$ cat src/rtl/ntt_pkg.sv
// ntt_pkg: shared definitions for the NTT read-address generator.
//   - state_e         : controller FSM states
//   - MAX_LOG_N       : widest supported log2(N), sizes the parity helper
//   - calc_n/calc_aw  : derive N and the per-bank address width from LOG_N
//   - parity          : XOR-reduction used to pick the memory bank of an index
package ntt_pkg;

  typedef enum logic [1:0] {
    ST_IDLE,
    ST_RUN,
    ST_DRAIN,
    ST_DONE
  } state_e;

  localparam int MAX_LOG_N = 16;

  function automatic int calc_n(input int log_n);
    return 1 << log_n;
  endfunction

  // Each of the two banks holds N/2 words.
  function automatic int calc_aw(input int log_n);
    return log_n - 1;
  endfunction

  function automatic logic parity(input logic [MAX_LOG_N-1:0] x);
    return ^x;
  endfunction

endpackage

$ cat src/rtl/ntt_bank_map.sv
// ntt_bank_map: combinational mapping of a butterfly's operand indices onto
// the two coefficient banks.
//   i_j, i_k : butterfly operand indices (LOG_N bits)
//   o_addr0  : address of whichever operand lives in bank 0
//   o_addr1  : address of the other operand (bank 1)
//   o_swap   : 1 when the upper operand (j) lives in bank 1
module ntt_bank_map
  import ntt_pkg::*;
#(
  parameter int LOG_N = 12
) (
  input  logic [LOG_N-1:0] i_j,
  input  logic [LOG_N-1:0] i_k,
  output logic [LOG_N-2:0] o_addr0,
  output logic [LOG_N-2:0] o_addr1,
  output logic             o_swap
);

  localparam int AW = calc_aw(LOG_N);

  // j and k differ in exactly one bit, so they always land in opposite banks.
  always_comb begin
    o_swap  = parity(MAX_LOG_N'(i_j));
    o_addr0 = AW'(i_j >> 1);
    o_addr1 = AW'(i_k >> 1);
    if (o_swap) begin
      o_addr0 = AW'(i_k >> 1);
      o_addr1 = AW'(i_j >> 1);
    end
  end

endmodule

$ cat src/rtl/ntt_rd_addr_gen.sv
// ntt_rd_addr_gen: read-address sequencer for an in-place NTT/INTT over a
// two-bank coefficient memory.
//   clk, rst_n         : clock, asynchronous active-low reset
//   i_start, i_intt    : start request and transform select (latched at start)
//   i_ready            : downstream accepts the current butterfly
//   o_valid            : butterfly outputs are valid (RUN only)
//   o_rd_addr0/1       : bank 0 / bank 1 read addresses
//   o_alu_inout_swap   : upper operand resides in bank 1
//   o_tw_addr          : twiddle ROM address
//   o_busy, o_done     : transform in progress / one-cycle completion pulse
module ntt_rd_addr_gen
  import ntt_pkg::*;
#(
  parameter int LOG_N        = 12,
  parameter int DRAIN_CYCLES = 8
) (
  input  logic             clk,
  input  logic             rst_n,
  input  logic             i_start,
  input  logic             i_intt,
  input  logic             i_ready,
  output logic             o_valid,
  output logic [LOG_N-2:0] o_rd_addr0,
  output logic [LOG_N-2:0] o_rd_addr1,
  output logic             o_alu_inout_swap,
  output logic [LOG_N-1:0] o_tw_addr,
  output logic             o_busy,
  output logic             o_done
);

  localparam int AW     = calc_aw(LOG_N);
  localparam int N      = calc_n(LOG_N);
  localparam int HALF_N = N / 2;
  localparam int SW     = $clog2(LOG_N + 1);
  localparam int DW     = (DRAIN_CYCLES > 1) ? $clog2(DRAIN_CYCLES) : 1;

  state_e          state_q, state_d;
  logic [AW-1:0]   b_q, b_d;
  logic [SW-1:0]   stage_q, stage_d;
  logic [DW-1:0]   drain_q, drain_d;
  logic            intt_q, intt_d;

  logic            valid_q, valid_d;
  logic            busy_q, busy_d;
  logic            done_q, done_d;
  logic            swap_q, swap_d;
  logic [AW-1:0]   addr0_q, addr0_d;
  logic [AW-1:0]   addr1_q, addr1_d;
  logic [LOG_N-1:0] tw_q, tw_d;

  logic [SW-1:0]    s;
  logic [LOG_N-1:0] b_ext, half_v, j, k;
  logic [AW-1:0]    map_addr0, map_addr1;
  logic             map_swap;
  logic             accept;

  assign accept = valid_q & i_ready;

  always_comb begin
    state_d = state_q;
    b_d     = b_q;
    stage_d = stage_q;
    drain_d = drain_q;
    intt_d  = intt_q;
    unique case (state_q)
      ST_IDLE: begin
        if (i_start) begin
          state_d = ST_RUN;
          intt_d  = i_intt;
          b_d     = '0;
          stage_d = '0;
        end
      end
      ST_RUN: begin
        if (accept) begin
          if (b_q == AW'(HALF_N - 1)) begin
            b_d     = '0;
            drain_d = '0;
            state_d = ST_DRAIN;
          end else begin
            b_d = b_q + AW'(1);
          end
        end
      end
      ST_DRAIN: begin
        if (drain_q == DW'(DRAIN_CYCLES - 1)) begin
          drain_d = '0;
          if (stage_q == SW'(LOG_N - 1)) begin
            stage_d = '0;
            state_d = ST_DONE;
          end else begin
            stage_d = stage_q + SW'(1);
            state_d = ST_RUN;
          end
        end else begin
          drain_d = drain_q + DW'(1);
        end
      end
      ST_DONE: begin
        state_d = ST_IDLE;
      end
      default: state_d = ST_IDLE;
    endcase
  end

  // Outputs are computed from the next state so the registered outputs line
  // up with the state they describe; a stall leaves b_d unchanged, so they hold.
  always_comb begin
    s      = intt_d ? stage_d : (SW'(LOG_N - 1) - stage_d);
    b_ext  = {1'b0, b_d};
    half_v = LOG_N'(1) << s;
    j      = ((b_ext >> s) << (s + SW'(1))) | (b_ext & (half_v - LOG_N'(1)));
    k      = j | half_v;
  end

  ntt_bank_map #(
    .LOG_N (LOG_N)
  ) u_bank_map (
    .i_j     (j),
    .i_k     (k),
    .o_addr0 (map_addr0),
    .o_addr1 (map_addr1),
    .o_swap  (map_swap)
  );

  always_comb begin
    valid_d = (state_d == ST_RUN);
    busy_d  = (state_d != ST_IDLE);
    done_d  = (state_d == ST_DONE);
    swap_d  = 1'b0;
    addr0_d = '0;
    addr1_d = '0;
    tw_d    = '0;
    if (valid_d) begin
      swap_d  = map_swap;
      addr0_d = map_addr0;
      addr1_d = map_addr1;
      // N/(2*half) selects the stage's twiddle block, j>>(s+1) the group.
      tw_d    = (LOG_N'(HALF_N) >> s) + (j >> (s + SW'(1)));
    end
  end

  always_ff @(posedge clk or negedge rst_n) begin
    if (!rst_n) begin
      state_q <= ST_IDLE;
      b_q     <= '0;
      stage_q <= '0;
      drain_q <= '0;
      intt_q  <= 1'b0;
      valid_q <= 1'b0;
      busy_q  <= 1'b0;
      done_q  <= 1'b0;
      swap_q  <= 1'b0;
      addr0_q <= '0;
      addr1_q <= '0;
      tw_q    <= '0;
    end else begin
      state_q <= state_d;
      b_q     <= b_d;
      stage_q <= stage_d;
      drain_q <= drain_d;
      intt_q  <= intt_d;
      valid_q <= valid_d;
      busy_q  <= busy_d;
      done_q  <= done_d;
      swap_q  <= swap_d;
      addr0_q <= addr0_d;
      addr1_q <= addr1_d;
      tw_q    <= tw_d;
    end
  end

  assign o_valid          = valid_q;
  assign o_busy           = busy_q;
  assign o_done           = done_q;
  assign o_alu_inout_swap = swap_q;
  assign o_rd_addr0       = addr0_q;
  assign o_rd_addr1       = addr1_q;
  assign o_tw_addr        = tw_q;

endmodule

$ cat config.mk
export PLATFORM = sky130hd
export DESIGN_NAME = ntt_rd_addr_gen
export DESIGN_NICKNAME = d
export VERILOG_FILES = /design/src/rtl/ntt_pkg.sv /design/src/rtl/ntt_bank_map.sv /design/src/rtl/ntt_rd_addr_gen.sv
export SDC_FILE = /design/constraint.sdc
export NUM_CORES = 1
export LEC_CHECK = 0
export BUFFER_PORTS_ARGS = -buffer_cell sky130_fd_sc_hd__buf_2
export CAP_MARGIN = 10
export CORE_ASPECT_RATIO = 0.8
export CORE_MARGIN = 8
export CORE_UTILIZATION = 40
export DETAILED_ROUTE_END_ITERATION = 8
export HOLD_SLACK_MARGIN = 0.02
export PLACE_DENSITY = 0.68
export SLEW_MARGIN = 20
export SYNTH_ARGS = -nofsm -noshare
export SYNTH_HDL_FRONTEND = slang
export SYNTH_SLANG_ARGS = --single-unit
$ cat constraint.sdc
create_clock -name clk -period 8.41 [get_ports clk]
set_clock_uncertainty 0.2 [all_clocks]
set_input_delay 1.682 -clock clk [delete_from_list [all_inputs] [get_ports clk]]
set_output_delay 1.682 -clock clk [all_outputs]
set_load 0.03 [all_outputs]
## Yosys cells after proc, flatten, opt, wreduce, memory -nomap -nowiden

Cells that the tools add are included.

- Register bits: 59
- Output and inout port bits: 38
- Word-level logic and storage cells: 70

- $add $sub $neg: 7
- Equality and inequality tests: 10
- Shifts and indexed selects: 5
- Muxes and demuxes: 27
- Bitwise logic cells: 4
- Reduce and logical (&&, ||, !) cells: 5

Operators by type and width:

| cell | number |
|---|---|
| 11-bit 2-to-1 mux | 7 |
| 12-bit bitwise OR | 2 |
| 11-bit case mux with 2 select lines | 1 |
| 4-bit 2-to-1 mux | 4 |
| 16-bit XOR reduction | 1 |
| 12-bit adder | 1 |
| 11-bit by 12-bit AND with 12-bit output | 1 |
| 12-bit 2-to-1 mux | 1 |
| 1-bit by 4-bit left shift with 12-bit output (first input constant) | 1 |
| 12-bit by 4-bit left shift with 12-bit output | 1 |
| 11-bit by 4-bit >> shifter with 12-bit output | 1 |
| 12-bit by 4-bit >> shifter with 12-bit output | 1 |
| 12-bit by 4-bit >> shifter with 12-bit output (first input constant) | 1 |
| 12-bit by 1-bit subtractor with 12-bit output (second input constant) | 1 |
| 11-bit by 1-bit adder with 11-bit output (second input constant) | 1 |
| 11-bit equality test (second input constant) | 1 |
| 2-bit 2-to-1 mux | 5 |
| 3-bit 2-to-1 mux | 3 |
| 4-bit by 1-bit adder with 4-bit output (second input constant) | 2 |
| 2-bit case mux with 4 select lines | 1 |
| 4-bit case mux with 2 select lines | 1 |
| 2-bit equality test (second input constant) | 3 |
| 3-bit case mux with 2 select lines | 1 |
| 2-bit by 1-bit equality test with 1-bit output (second input constant) | 2 |
| other kinds (10) | 14 |

## Logic depth before layout (Yosys ltp)

Gate-level depths: netlist of run 1.

- Depth in word-level cells: 13
- Gate-level depth with buffers: 37

## Modules after synthesis

A second synthesis of run 1 with hierarchy kept.

- Cells, all modules: 655
- Area total of the unflattened synthesis: 5549.1 µm²

Modules (own cells, without submodules):

| module | times used | cells each | area each (µm²) |
|---|---|---|---|
| ntt_rd_addr_gen | 1 | 621 | 5104.9 |
| ntt_bank_map | 1 | 34 | 444.2 |

## Worst setup path before layout of run 1

OpenSTA, ideal clock, no wires.

- Path kind: in2reg
- Start: input port i_start
- End: register tw_q[10] (netlist: o_tw_addr[10])
- Setup time: 132 ps
- Arrival time: 7987 ps
- Required time: 8078 ps
- Slack: 91 ps
- Stages on the path: 33
- Path buffers: 5
- Cells stage by stage: or3b_1 buf_2 a21oi_4 xnor2_4 inv_2 buf_2 buf_2 clkbuf_1 ha_1 clkbuf_1 nand2_1 ha_1 o21ai_1 nand3b_1 o22ai_1 a211o_1 or3_4 mux2i_1 nor2_1 a21oi_1 nand2_1 a32o_1 fa_1 a21oi_1 nor2_1 o21a_1 o21ai_0 nand2b_1 nand3_1 and3b_1 o41ai_1 xor2_1 nor2_1

- Longest elaborated chain between the ends: 11
- Elaborated cells on any way between the ends: 22

RTL lines:

| item | RTL line | RTL |
|---|---|---|
| start, declared | ntt_rd_addr_gen.sv:19 | `input logic i_start,` |
| 4-bit 2-to-1 mux | ntt_rd_addr_gen.sv:67 | `if (i_start) begin` |
| 4-bit case mux with 2 select lines | ntt_rd_addr_gen.sv:65 | `unique case (state_q)` |
| 4-bit subtractor | ntt_rd_addr_gen.sv:109 | `s = intt_d ? stage_d : (SW'(LOG_N - 1) - stage_d);` |
| 4-bit 2-to-1 mux | ntt_rd_addr_gen.sv:109 |  |
| 1-bit by 4-bit left shift with 12-bit output | ntt_rd_addr_gen.sv:111 | `half_v = LOG_N'(1) << s;` |
| 12-bit by 1-bit subtractor with 12-bit output | ntt_rd_addr_gen.sv:112 | `j = ((b_ext >> s) << (s + SW'(1))) \| (b_ext & (half_v - LOG_N'(1)));` |
| 11-bit by 12-bit AND with 12-bit output | ntt_rd_addr_gen.sv:112 |  |
| 12-bit bitwise OR | ntt_rd_addr_gen.sv:112 |  |
| 12-bit by 4-bit >> shifter with 12-bit output | ntt_rd_addr_gen.sv:139 | `tw_d = (LOG_N'(HALF_N) >> s) + (j >> (s + SW'(1)));` |
| 12-bit adder | ntt_rd_addr_gen.sv:139 |  |
| 12-bit 2-to-1 mux (*) | ntt_rd_addr_gen.sv:134 | `if (valid_d) begin` |
| named net tw_d[10] | ntt_rd_addr_gen.sv:49 | `logic [LOG_N-1:0] tw_q, tw_d;` |
| end signal, assigned | ntt_rd_addr_gen.sv:169 | `tw_q <= tw_d;` |
| end, declared | ntt_rd_addr_gen.sv:49 |  |

Mark *: on every way through the listed nets, which the timed path passes. The rest lies on a longest branch.
A chain may end at the register's enable or synchronous reset.

## Worst setup path after layout of run 1

- Start: input port i_start
- End: register tw_q[11] (netlist: o_tw_addr[11])

- Elaborated cells on any way between the ends: 22

RTL lines:

| item | RTL line | RTL |
|---|---|---|
| 1-bit 2-to-1 mux (*) | ntt_rd_addr_gen.sv:67 |  |
| 1-bit 2-to-1 mux (*) | ntt_rd_addr_gen.sv:65 |  |
| named net intt_d | ntt_rd_addr_gen.sv:41 | `logic intt_q, intt_d;` |
| 4-bit 2-to-1 mux (*) | ntt_rd_addr_gen.sv:109 |  |
| 1-bit by 4-bit left shift with 12-bit output | ntt_rd_addr_gen.sv:111 |  |
| 12-bit by 1-bit subtractor with 12-bit output | ntt_rd_addr_gen.sv:112 |  |
| 11-bit by 12-bit AND with 12-bit output | ntt_rd_addr_gen.sv:112 |  |
| 12-bit bitwise OR | ntt_rd_addr_gen.sv:112 |  |
| 12-bit by 4-bit >> shifter with 12-bit output | ntt_rd_addr_gen.sv:139 |  |
| 12-bit adder (*) | ntt_rd_addr_gen.sv:139 |  |
| 12-bit 2-to-1 mux (*) | ntt_rd_addr_gen.sv:134 |  |
| named net tw_d[11] | ntt_rd_addr_gen.sv:49 |  |

Marked as above.

==> results of run 1 <==
==> state kept, by name (all words and copies together), names as in the netlist <==
| name | count |
|---|---|
| o_tw_addr | 12 |
| b_q | 11 |
| o_rd_addr0 | 11 |
| o_rd_addr1 | 11 |
| stage_q | 4 |
| drain_q | 3 |
| state_q | 2 |
| intt_q | 1 |
| o_alu_inout_swap | 1 |
| o_busy | 1 |
| o_done | 1 |
| o_valid | 1 |
==> routing by layer <==
metal / global-route usage / vias to the layer above / wire (µm)
met4: 0.0629 / 0 / 272
li1: - / 2554 / -
met1: 0.295 / 2670 / 8300
met3: 0.0489 / 34 / 1850
met2: 0.295 / 325 / 7500
met5: 0 / - / 0
==> power by group through the flow <==
stage	sequential [mW]	clock, mW	combinational (mW)
6_report	0.368	0.366	0.886
5_1_grt	0.373	0.381	0.951
4_1_cts	0.368	0.369	0.862
3_5_place_dp	0.372	0	0.859
3_3_place_gp	0.369	0	0.835
2_1_floorplan	0.446	0	0.550
==> final cells by class <==
| class | instances | area share |
|---|---|---|
| Tap cell | 180 | 0.0354 |
| Inverter | 30 | 0.0179 |
| Sequential cell | 59 | 0.232 |
| Clock inverter | 5 | 0.00826 |
| Multi-Input combinational cell | 530 | 0.576 |
| Clock buffer | 11 | 0.0382 |
| Timing Repair Buffer | 92 | 0.0920 |
==> cell families (layout without fill, tap and decap cells) <==
kind of cell | count (synthesis) | in the layout | share of synthesized area
adder cells (fa/ha/maj) | 25 | 25 | 0.0597
multiplexers | 26 | 26 | 0.0539
XOR/XNOR | 34 | 34 | 0.0798
AO/OA/AOI/OAI | 160 | 160 | 0.217
AND/OR/NAND/NOR | 285 | 285 | 0.263
flip-flops | 59 | 59 | 0.275
buffers and inverters | 67 | 138 | 0.0513
==> how the worst max path moves through the flow <==
stage	cells after the start	slack, ns	to
3_3_place_gp	30	0.15	o_tw_addr[11]$_DFF_PN0_
5_1_grt	32	-0.002	o_tw_addr[11]$_DFF_PN0_
4_1_cts	29	0.32	o_tw_addr[10]$_DFF_PN0_
6_report	32	0.36	o_tw_addr[11]$_DFF_PN0_
2_1_floorplan	33	0.09	o_tw_addr[10]$_DFF_PN0_
3_5_place_dp	29	0.002	o_tw_addr[10]$_DFF_PN0_
==> worst register-to-register path, delay by kind of cell, from the launching register on <==
family,cells,cell delay [ns]
AO/OA/AOI/OAI,18,3.69
AND/OR/NAND/NOR,8,1.18
XOR/XNOR,1,0.13
adder cells (fa/ha/maj),4,0.99
multiplexers,2,0.58
buffers and inverters,2,0.19
flip-flops,1,0.38
==> metrics by stage <==
stage                     TNS (ns)  instances  setup WS [ns]
final                            0        907          0.363
after global routing      -0.00199        907       -0.00199
after CTS                        0        903          0.323
after detailed placement         0        887        0.00230
after global placement           0        887          0.150
after floorplan                  0        656         0.0907
==> Yosys cell counts, drive strengths merged (10+ instances only) <==
library cell / count / area, µm²
o211ai: 10 / 75.1
o31ai: 11 / 82.6
clkbuf: 22 / 82.6
nand2b: 11 / 68.8
nand2: 82 / 313
buf: 15 / 78.8
mux2i: 18 / 184
dfrtp: 59 / 1480
inv: 28 / 105
xnor2: 24 / 293
nor2: 56 / 220
nand4: 13 / 81.3
nand3: 61 / 305
o21ai: 29 / 145
a21oi: 29 / 156
nor3: 13 / 65.1
ha: 24 / 300
==> timing repair <==
item / 4_1_cts / 5_1_grt
resized for setup: 0 / 8
endpoints found under the setup margin: 0 / 3
buffers inserted: 0 / 4
==> results.md, run 1 <==
- Status: finished, final reports clean
- Final Util: 0.478
- Drt first pass iters: 8
- CP peak stage delay: 0.46 ns
- Crit path kind: primary input to flop
- CP Launch Type: primary input
- Worst hold margin: 0.346 ns
- First-pass GRT wire length: between 20,000 and 30,000 µm
- Hold Vio Cnt, Final: 0
- Final setup fails: 0
- CP max FO: 7
- DRC errors left: 0
- Hold_sp: drain_q[2]$_DFFE_PN0P_
- Cell internal pwr: 0.863 mW
- Flop pwr share: 0.227
- Leakage: 2.87 nW
- Clock network power share: 0.226
- Vias/cell: 6.16
- Hold-fix buffers, CTS: 0
- Seq/Total Area, Yosys: 0.275
- Netlist Area Pre-Place: about 0.0054 mm²
- Total of max-cap violations: 0
- Flops & latches, synth: 59
- Switching power share of the total: 0.467
- Slew Viols, Final: 0
- Largest net degree at the start of global routing: 60
- CTS buffer count: 9
- Crit. End Element: flop
- Diodes inserted: 0
- Hold path depth: 2
- Buffers & Inverters on Critical Path: 3
- DRT Wirelength: 17,900 µm
- DR WL/cell: 19.8 µm
- Maximum vdd drop: 188 µV
- Reg-to-Reg Start: drain_q[0]$_DFFE_PN0P_
- Iteration-0 DRC Markers: 677
- Core footprint: 0.0133 mm²
- Post-DP Area: 0.00598 mm²
- Worst-Margin Slew: 0.899 ns
- Cell family with most CP delay: compound AO/OA/AOI/OAI gates
- Worst R2R End: o_tw_addr[11]$_DFF_PN0_
- Fmax: 0.124 GHz
- Required time of the critical path: between 8 and 9 ns
- Syn Nets: 686
- Tmin final: 8.05 ns
- Min-delay worst type: flop to flop
- Unique cell type count in the Yosys netlist: a little under 100
- Slowest CP cell: or3b_4
- FF/Latch Area: 0.00148 mm²
- Antenna-violating nets left: 0
- Gate power share: 0.547
- Number of global-route vias before repair: about 5,300
- Initial Util: 0.403
- R2R depth: 35
- # port buffers: 42
- Synthesis-to-layout area growth: 18.6%
- Final Cell Area: 0.00636 mm²
- Synth Flop Type: dfrtp_1
- Layout cells sized above 1: 0.210
- Area of the multi-input gates: 0.00367 mm²
- Most common cell after layout, fill and taps aside: nand2_1
- Chip width: approximately 150 µm
- GR Util All Layers: 0.204
- Clock Sinks: 59
- Clock slew at reported path FFs: 0.05 ns
- Synth Instances: 656
- CP most frequent cell: a21oi_1
- Fraction of registers with async set/reset: 1.00
- Min-Delay Endpoint: drain_q[2]$_DFFE_PN0P_
- CP Data Arrival Time: 8.03 ns
- Total number of vias: between 5,000 and 6,000
- Period utilization: 0.957
- Pwr Total: between 1.5 and 2 mW
- Placer Congestion: 0.997
- H-tree depth: 3
- Dpl hpwl: 13,900 µm
- I/O pin count: 43
- Root buffer cell: clkbuf_16
- Row count: 38
- PD cells: 255 mW/mm²
- Residual overflow from global routing: 0
- Clock Path Buffers: 2
- Commonest non-fill, non-tap cells in the layout: 80 x nand2_1, 61 x nand3_1, 59 x dfrtp_1, 53 x nor2_1, 50 x buf_4
- Syn_area_per_cell: 8.18 µm²
- DIE HEIGHT: approximately 120 µm
- CTS tree: built
- Relative slew slack: 0.384
- Final nets: 752
- Number of flops mapped to enable cells by yosys: 0
- Switching pwr: around 0.76 mW
- Reg2reg setup slack: 0.92 ns
- Initial antenna violation count: 1
- Filler Cell Count: 1,280
- Ys Warns: 0
- Worst setup startpoint: i_start
- Die area: 0.0174 mm²
- Worst-Skew Late Latency: 0.33 ns
No activity file was read; power rests on OpenSTA's default activity.
==> run 2: changes to the inputs <==
MAX_ROUTING_LAYER = met4   (was default)
==> results.md, run 2 (synthesis results as in run 1) <==
- Final nets: 752 (unchanged)
- I/O pin count: 43 (unchanged)
- Final setup fails: 0 (unchanged)
- Dpl hpwl: 14,100 µm (+1.3%)
- # port buffers: 42 (unchanged)
- CTS tree: built
- Clock Path Buffers: 2 (unchanged)
- Core footprint: 0.0133 mm² (unchanged)
- Placer Congestion: 1.06 (+5.9%)
- Die area: 0.0174 mm² (unchanged)
- Min-delay worst type: flop to flop
- Slew Viols, Final: 0 (unchanged)
- Fmax: 0.126 GHz (+1.6%)
- First-pass GRT wire length: 28,600 µm (-1.1%)
- Worst-Margin Slew: 0.889 ns (-0.00905 ns)
- CP max FO: 9 (+2)
- Non-Filler Instances: 906 (-0.11%)
- Initial antenna violation count: 0 (-1)
- Clock Sinks: 59 (unchanged)
- Most common cell after layout, fill and taps aside: nand2_1
- Residual overflow from global routing: 0 (unchanged)
- Drt first pass iters: 5 (-3)
- Vias/cell: 6.22 (+1.1%)
- Leakage: 2.86 nW (-0.55%)
- Pwr Total: 1.61 mW (-0.78%)
- DRT Wirelength: 18,200 µm (+1.3%)
- CP Data Arrival Time: 7.89 ns (-0.14 ns)
- Diodes inserted: 0 (unchanged)
- Maximum vdd drop: 142 µV (-25%)
- Worst hold margin: 0.344 ns (-0.00229 ns)
- Iteration-0 DRC Markers: 651 (-3.8%)
- Worst-Skew Late Latency: 0.33 ns (about the same)
- Synthesis-to-layout area growth: 17.8%
- Final TNS setup: 0 ns (unchanged)
- Hold Vio Cnt, Final: 0 (unchanged)
- CP peak stage delay: 0.44 ns (-0.02 ns)
- Final Util: 0.475 (-0.00329)
- Crit. End Element: flop
- Total of max-cap violations: 0 (unchanged)
- Period utilization: 0.942 (-0.0152)
- RSZ-0062 raised after global routing: no
- Crit path kind: primary input to flop
- Metal3 WL: 2030 µm (+9.6%)
- PD cells: 254 mW/mm² (about the same)
- Relative slew slack: 0.390 (+0.00620)
- Row count: 38 (unchanged)
- Tmin final: 7.92 ns (-0.128 ns)
- Root buffer cell: clkbuf_16
- Commonest non-fill, non-tap cells in the layout: 80 x nand2_1, 61 x nand3_1, 59 x dfrtp_1, 53 x nor2_1, 50 x buf_4
- Top sig layer: met4
- Clock slew at reported path FFs: 0.05 ns (about the same)
- Chip width: 145 µm (unchanged)
- Layout cells sized above 1: 0.201 (-0.00935)
- DR WL/cell: 20.0 µm (+1.4%)
- GR Util All Layers: 0.210 (+0.00516)
- Required time of the critical path: 8.39 ns (about the same)
- Total number of vias: 5,639 (+1.0%)
- Hold-fix buffers, CTS: 0 (unchanged)
- Antenna-violating nets left: 0 (unchanged)
- Wl on met1: 8360 µm (+0.71%)
- CP Launch Type: primary input
- Largest register FFs: 12 (unchanged)
- CTS buffer count: 9 (unchanged)
- DRC errors left: 0 (unchanged)
- Largest net degree at the start of global routing: 60 (unchanged)
- Status: finished, final reports clean
- # placed instances: 888 (+0.11%)
- DIE HEIGHT: 120 µm (unchanged)
- H-tree depth: 3 (unchanged)
- Initial Util: 0.403 (unchanged)
- Slowest CP cell: fa_1
- Number of global-route vias before repair: 5,181 (-1.7%)
- Met2 wire len: 7470 µm (-0.37%)
==> run 2: area by class of cell <==
class / instances / area (µm²)
Fill cell: 1280 / 6990
Inverter: 30 / 114
Multi-Input combinational cell: 530 / 3620
Tap cell: 180 / 225
Clock inverter: 2 / 35.0
Sequential cell: 59 / 1480
Timing Repair Buffer: 92 / 586
Clock buffer: 13 / 260
==> run 2: what timing repair did <==
action | CTS | global route
buffers inserted | 0 | 3
resized for setup | 0 | 1
setup endpoints to repair | 0 | 3
==> run 2: power breakdown <==
part / switching, mW / internal (mW)
Sequential: 0.0283 / 0.338
Clock: 0.119 / 0.243
Combinational: 0.595 / 0.285
Total: 0.741 / 0.865
==> run 2: per-layer routing <==
metal	vias to the layer above	track usage
met5	-	-
met4	0	0.0571
met3	37	0.0527
met2	364	0.291
met1	2693	0.295
li1	2545	-
==> run 2: worst paths after layout <==
| check | startpoint | end | slack, ns | cells after the start |
|---|---|---|---|---|
| min in group asynchronous | rst_n | stage_q[1]$_DFF_PN0_ | 1.28 | 2 |
| setup reg to reg | drain_q[0]$_DFFE_PN0P_ | o_tw_addr[10]$_DFF_PN0_ | 0.97 | 33 |
| setup / recovery | i_start | o_tw_addr[10]$_DFF_PN0_ | 0.49 | 31 |
| hold reg to reg | drain_q[1]$_DFFE_PN0P_ | drain_q[1]$_DFFE_PN0P_ | 0.34 | 2 |
| max in group asynchronous | rst_n | o_rd_addr1[1]$_DFF_PN0_ | 6.22 | 2 |
| hold / removal | drain_q[1]$_DFFE_PN0P_ | drain_q[1]$_DFFE_PN0P_ | 0.34 | 2 |
==> run 2: worst max-delay path: cells and delay by family <==
| kind | cells | cell delay [ns] |
|---|---|---|
| AO/OA/AOI/OAI | 14 | 3.35 |
| buffers and inverters | 2 | 0.26 |
| adder cells (fa/ha/maj) | 2 | 0.68 |
| XOR/XNOR | 1 | 0.22 |
| multiplexers | 2 | 0.55 |
| AND/OR/NAND/NOR | 10 | 1.12 |
==> run 2: metrics by stage <==
stage,cell area (µm²),worst slack [ns]
final,6320,0.491
after global routing,6320,0.0544
after global placement,5990,0.192
after detailed placement,5990,0.106
after floorplan,5360,0.0907
after CTS,6290,0.401
==> run 3: changes to the inputs <==
BUFFER_PORTS_ARGS = -buffer_cell sky130_fd_sc_hd__clkbuf_2   (was -buffer_cell sky130_fd_sc_hd__buf_2)
CTS_CLUSTER_SIZE = 12   (was default)
==> results.md, run 3 (synthesis results as in run 1) <==
- Diodes inserted: 0 (unchanged)
- Final nets: 747 (-0.66%)
- Cell internal pwr: 0.824 mW (-4.7%)
- Initial Util: 0.403 (unchanged)
- Clock slew at reported path FFs: 0.05 ns (about the same)
- Root buffer cell: clkbuf_16
- Final setup fails: 0 (unchanged)
- Min-Delay Endpoint: drain_q[2]$_DFFE_PN0P_
- FF/Latch Area: 0.00148 mm² (unchanged)
- Vias/cell: 6.10 (-2.0%)
- Drt first pass iters: 6 (+1)
- Flop pwr share: 0.234 (+0.006)
- Tmin final: 7.93 ns (+0.0163 ns)
- Hold_sp: drain_q[2]$_DFFE_PN0P_
- CP most frequent cell: nor2_1
- Slowest CP cell: or3b_4
- Leakage: 2.82 nW (-1.4%)
- Largest net degree at the start of global routing: 60 (unchanged)
- Core footprint: 0.0133 mm² (unchanged)
- Status: finished, final reports clean
- Switching pwr: 0.752 mW (+1.4%)
- Synthesis-to-layout area growth: 16.9%
- Worst hold margin: 0.352 ns (+0.00858 ns)
- Row count: 38 (unchanged)
- Fmax: 0.126 GHz (-0.21%)
- Commonest non-fill, non-tap cells in the layout: 80 x nand2_1, 61 x nand3_1, 59 x dfrtp_1, 54 x nor2_1, 45 x buf_4
- Antenna-violating nets left: 0 (unchanged)
- Min-delay worst type: flop to flop
- Maximum vdd drop: 144 µV (+1.6%)
- Dpl hpwl: 14,100 µm (about the same)
- DRT Wirelength: 18,000 µm (-0.76%)
- Slew Viols, Final: 0 (unchanged)
- Switching power share of the total: 0.477 (+0.0156)
- Required time of the critical path: 8.39 ns (about the same)
- Clock network power share: 0.211 (-0.014)
- Largest register FFs: 12 (unchanged)
- Die area: 0.0174 mm² (unchanged)
- Period utilization: 0.944 (+0.00194)
- Area of the multi-input gates: 0.00364 mm² (+0.45%)
- CP max FO: 7 (-2)
- Worst R2R End: o_tw_addr[11]$_DFF_PN0_
- Hold-fix buffers, CTS: 0 (unchanged)
- Worst-Margin Slew: 0.892 ns (+0.00298 ns)
- Chip width: 145 µm (unchanged)
- DRC errors left: 0 (unchanged)
- R2R depth: 34 (+3.0%)
- Residual overflow from global routing: 0 (unchanged)
- Filler Cell Count: 1,304 (+1.9%)
- DIE HEIGHT: 120 µm (unchanged)
- Clock Path Buffers: 2 (unchanged)
- Number of global-route vias before repair: 5,246 (+1.3%)
- RSZ-0062 raised after global routing: no
- Layout cells sized above 1: 0.202 (+0.00139)
- First-pass GRT wire length: 28,900 µm (+1.1%)
- CTS tree: built
- Hold Vio Cnt, Final: 0 (unchanged)
- Total number of vias: 5,497 (-2.5%)
- GR Util All Layers: 0.210 (+0.000812)
- Crit path kind: primary input to flop
- I/O pin count: 43 (unchanged)
- H-tree depth: 3 (unchanged)
- Total of max-cap violations: 0 (unchanged)
- Initial antenna violation count: 0 (unchanged)
- CTS buffer count: 9 (unchanged)
- Final TNS setup: 0 ns (unchanged)
- Reg2reg setup slack: 0.93 ns (-0.04 ns)
- CP peak stage delay: 0.46 ns (+0.02 ns)
- Iteration-0 DRC Markers: 620 (-4.8%)
- Placer Congestion: 1.00 (-4.9%)
- Worst-Skew Late Latency: 0.33 ns (about the same)
- Clock Sinks: 59 (unchanged)
- Final Util: 0.471 (-0.00357)
- DR WL/cell: 20.0 µm (-0.21%)
- CP Launch Type: primary input
- Gate power share: 0.556 (+0.009)
- # port buffers: 42 (unchanged)
- Hold path depth: 2 (unchanged)
- PD cells: 251 mW/mm² (-1.2%)
- Most common cell after layout, fill and taps aside: nand2_1
- Relative slew slack: 0.388 (-0.00204)
- Reg-to-Reg Start: drain_q[0]$_DFFE_PN0P_
- Crit. End Element: flop
- CP Data Arrival Time: 7.91 ns (+0.02 ns)
-- run 3: changes by cell type in the layout (fill, tap and decap cells not counted), sizes merged --
cell,delta
clkinvlp,+2
clkinv,+2
buf,-47
clkbuf,+39
bufinv,-1
-- run 3: layout make-up --
cell class / instances / area share
clock buffers: 10 / 0.0381
clock inverters: 5 / 0.00479
inverters: 30 / 0.0182
multi-input cells: 530 / 0.580
flip-flops and latches: 59 / 0.235
well taps: 180 / 0.0359
repair buffers: 87 / 0.0874
-- run 3: worst max path at each step --
stage             from                      end  slack (ns)
2_1_floorplan  i_start  o_tw_addr[10]$_DFF_PN0_        0.09
3_3_place_gp   i_start  o_tw_addr[11]$_DFF_PN0_        0.23
3_5_place_dp   i_start  o_tw_addr[10]$_DFF_PN0_       0.003
4_1_cts        i_start  o_tw_addr[10]$_DFF_PN0_        0.30
5_1_grt        i_start  o_tw_addr[10]$_DFF_PN0_        0.01
6_report       i_start  o_tw_addr[10]$_DFF_PN0_        0.48
-- run 3: power by group through the flow --
stage | logic, mW | registers (mW) | clock network, mW
4_1_cts | 0.855 | 0.368 | 0.339
3_3_place_gp | 0.832 | 0.369 | 0
6_report | 0.876 | 0.368 | 0.332
3_5_place_dp | 0.853 | 0.373 | 0
5_1_grt | 0.938 | 0.374 | 0.349
2_1_floorplan | 0.550 | 0.446 | 0
-- run 3: through the flow --
stage	instance area (µm²)	instances	total power [mW]	setup slack [ns]
after floorplan	5360	656	0.996	0.0907
after global placement	5960	884	1.20	0.228
after detailed placement	5960	884	1.23	0.00261
after CTS	6230	899	1.56	0.304
after global routing	6270	901	1.66	0.0149
final	6270	901	1.58	0.475
-- run 3: timing repair --
action / 4_1_cts / 5_1_grt
endpoints found under the setup margin: 0 / 3
gates resized for setup: 0 / 4
buffers inserted: 0 / 2
endpoints found under the hold margin: 0 / 0
-- run 3: worst max-delay path, delay by kind of cell --
| kind | cells | cell delay [ns] |
|---|---|---|
| AND/OR/NAND/NOR | 10 | 1.91 |
| adder cells (fa/ha/maj) | 3 | 0.92 |
| buffers and inverters | 3 | 0.34 |
| XOR/XNOR | 2 | 0.47 |
| multiplexers | 1 | 0.19 |
| AO/OA/AOI/OAI | 10 | 2.40 |
-- run 3: per-layer routing --
layer,vias to the layer above,track usage,part of all wire
met3,30,0.0557,0.10
met2,312,0.297,0.43
met1,2625,0.286,0.45
met4,0,0.0707,0.020
li1,2530,-,-
met5,-,-,0
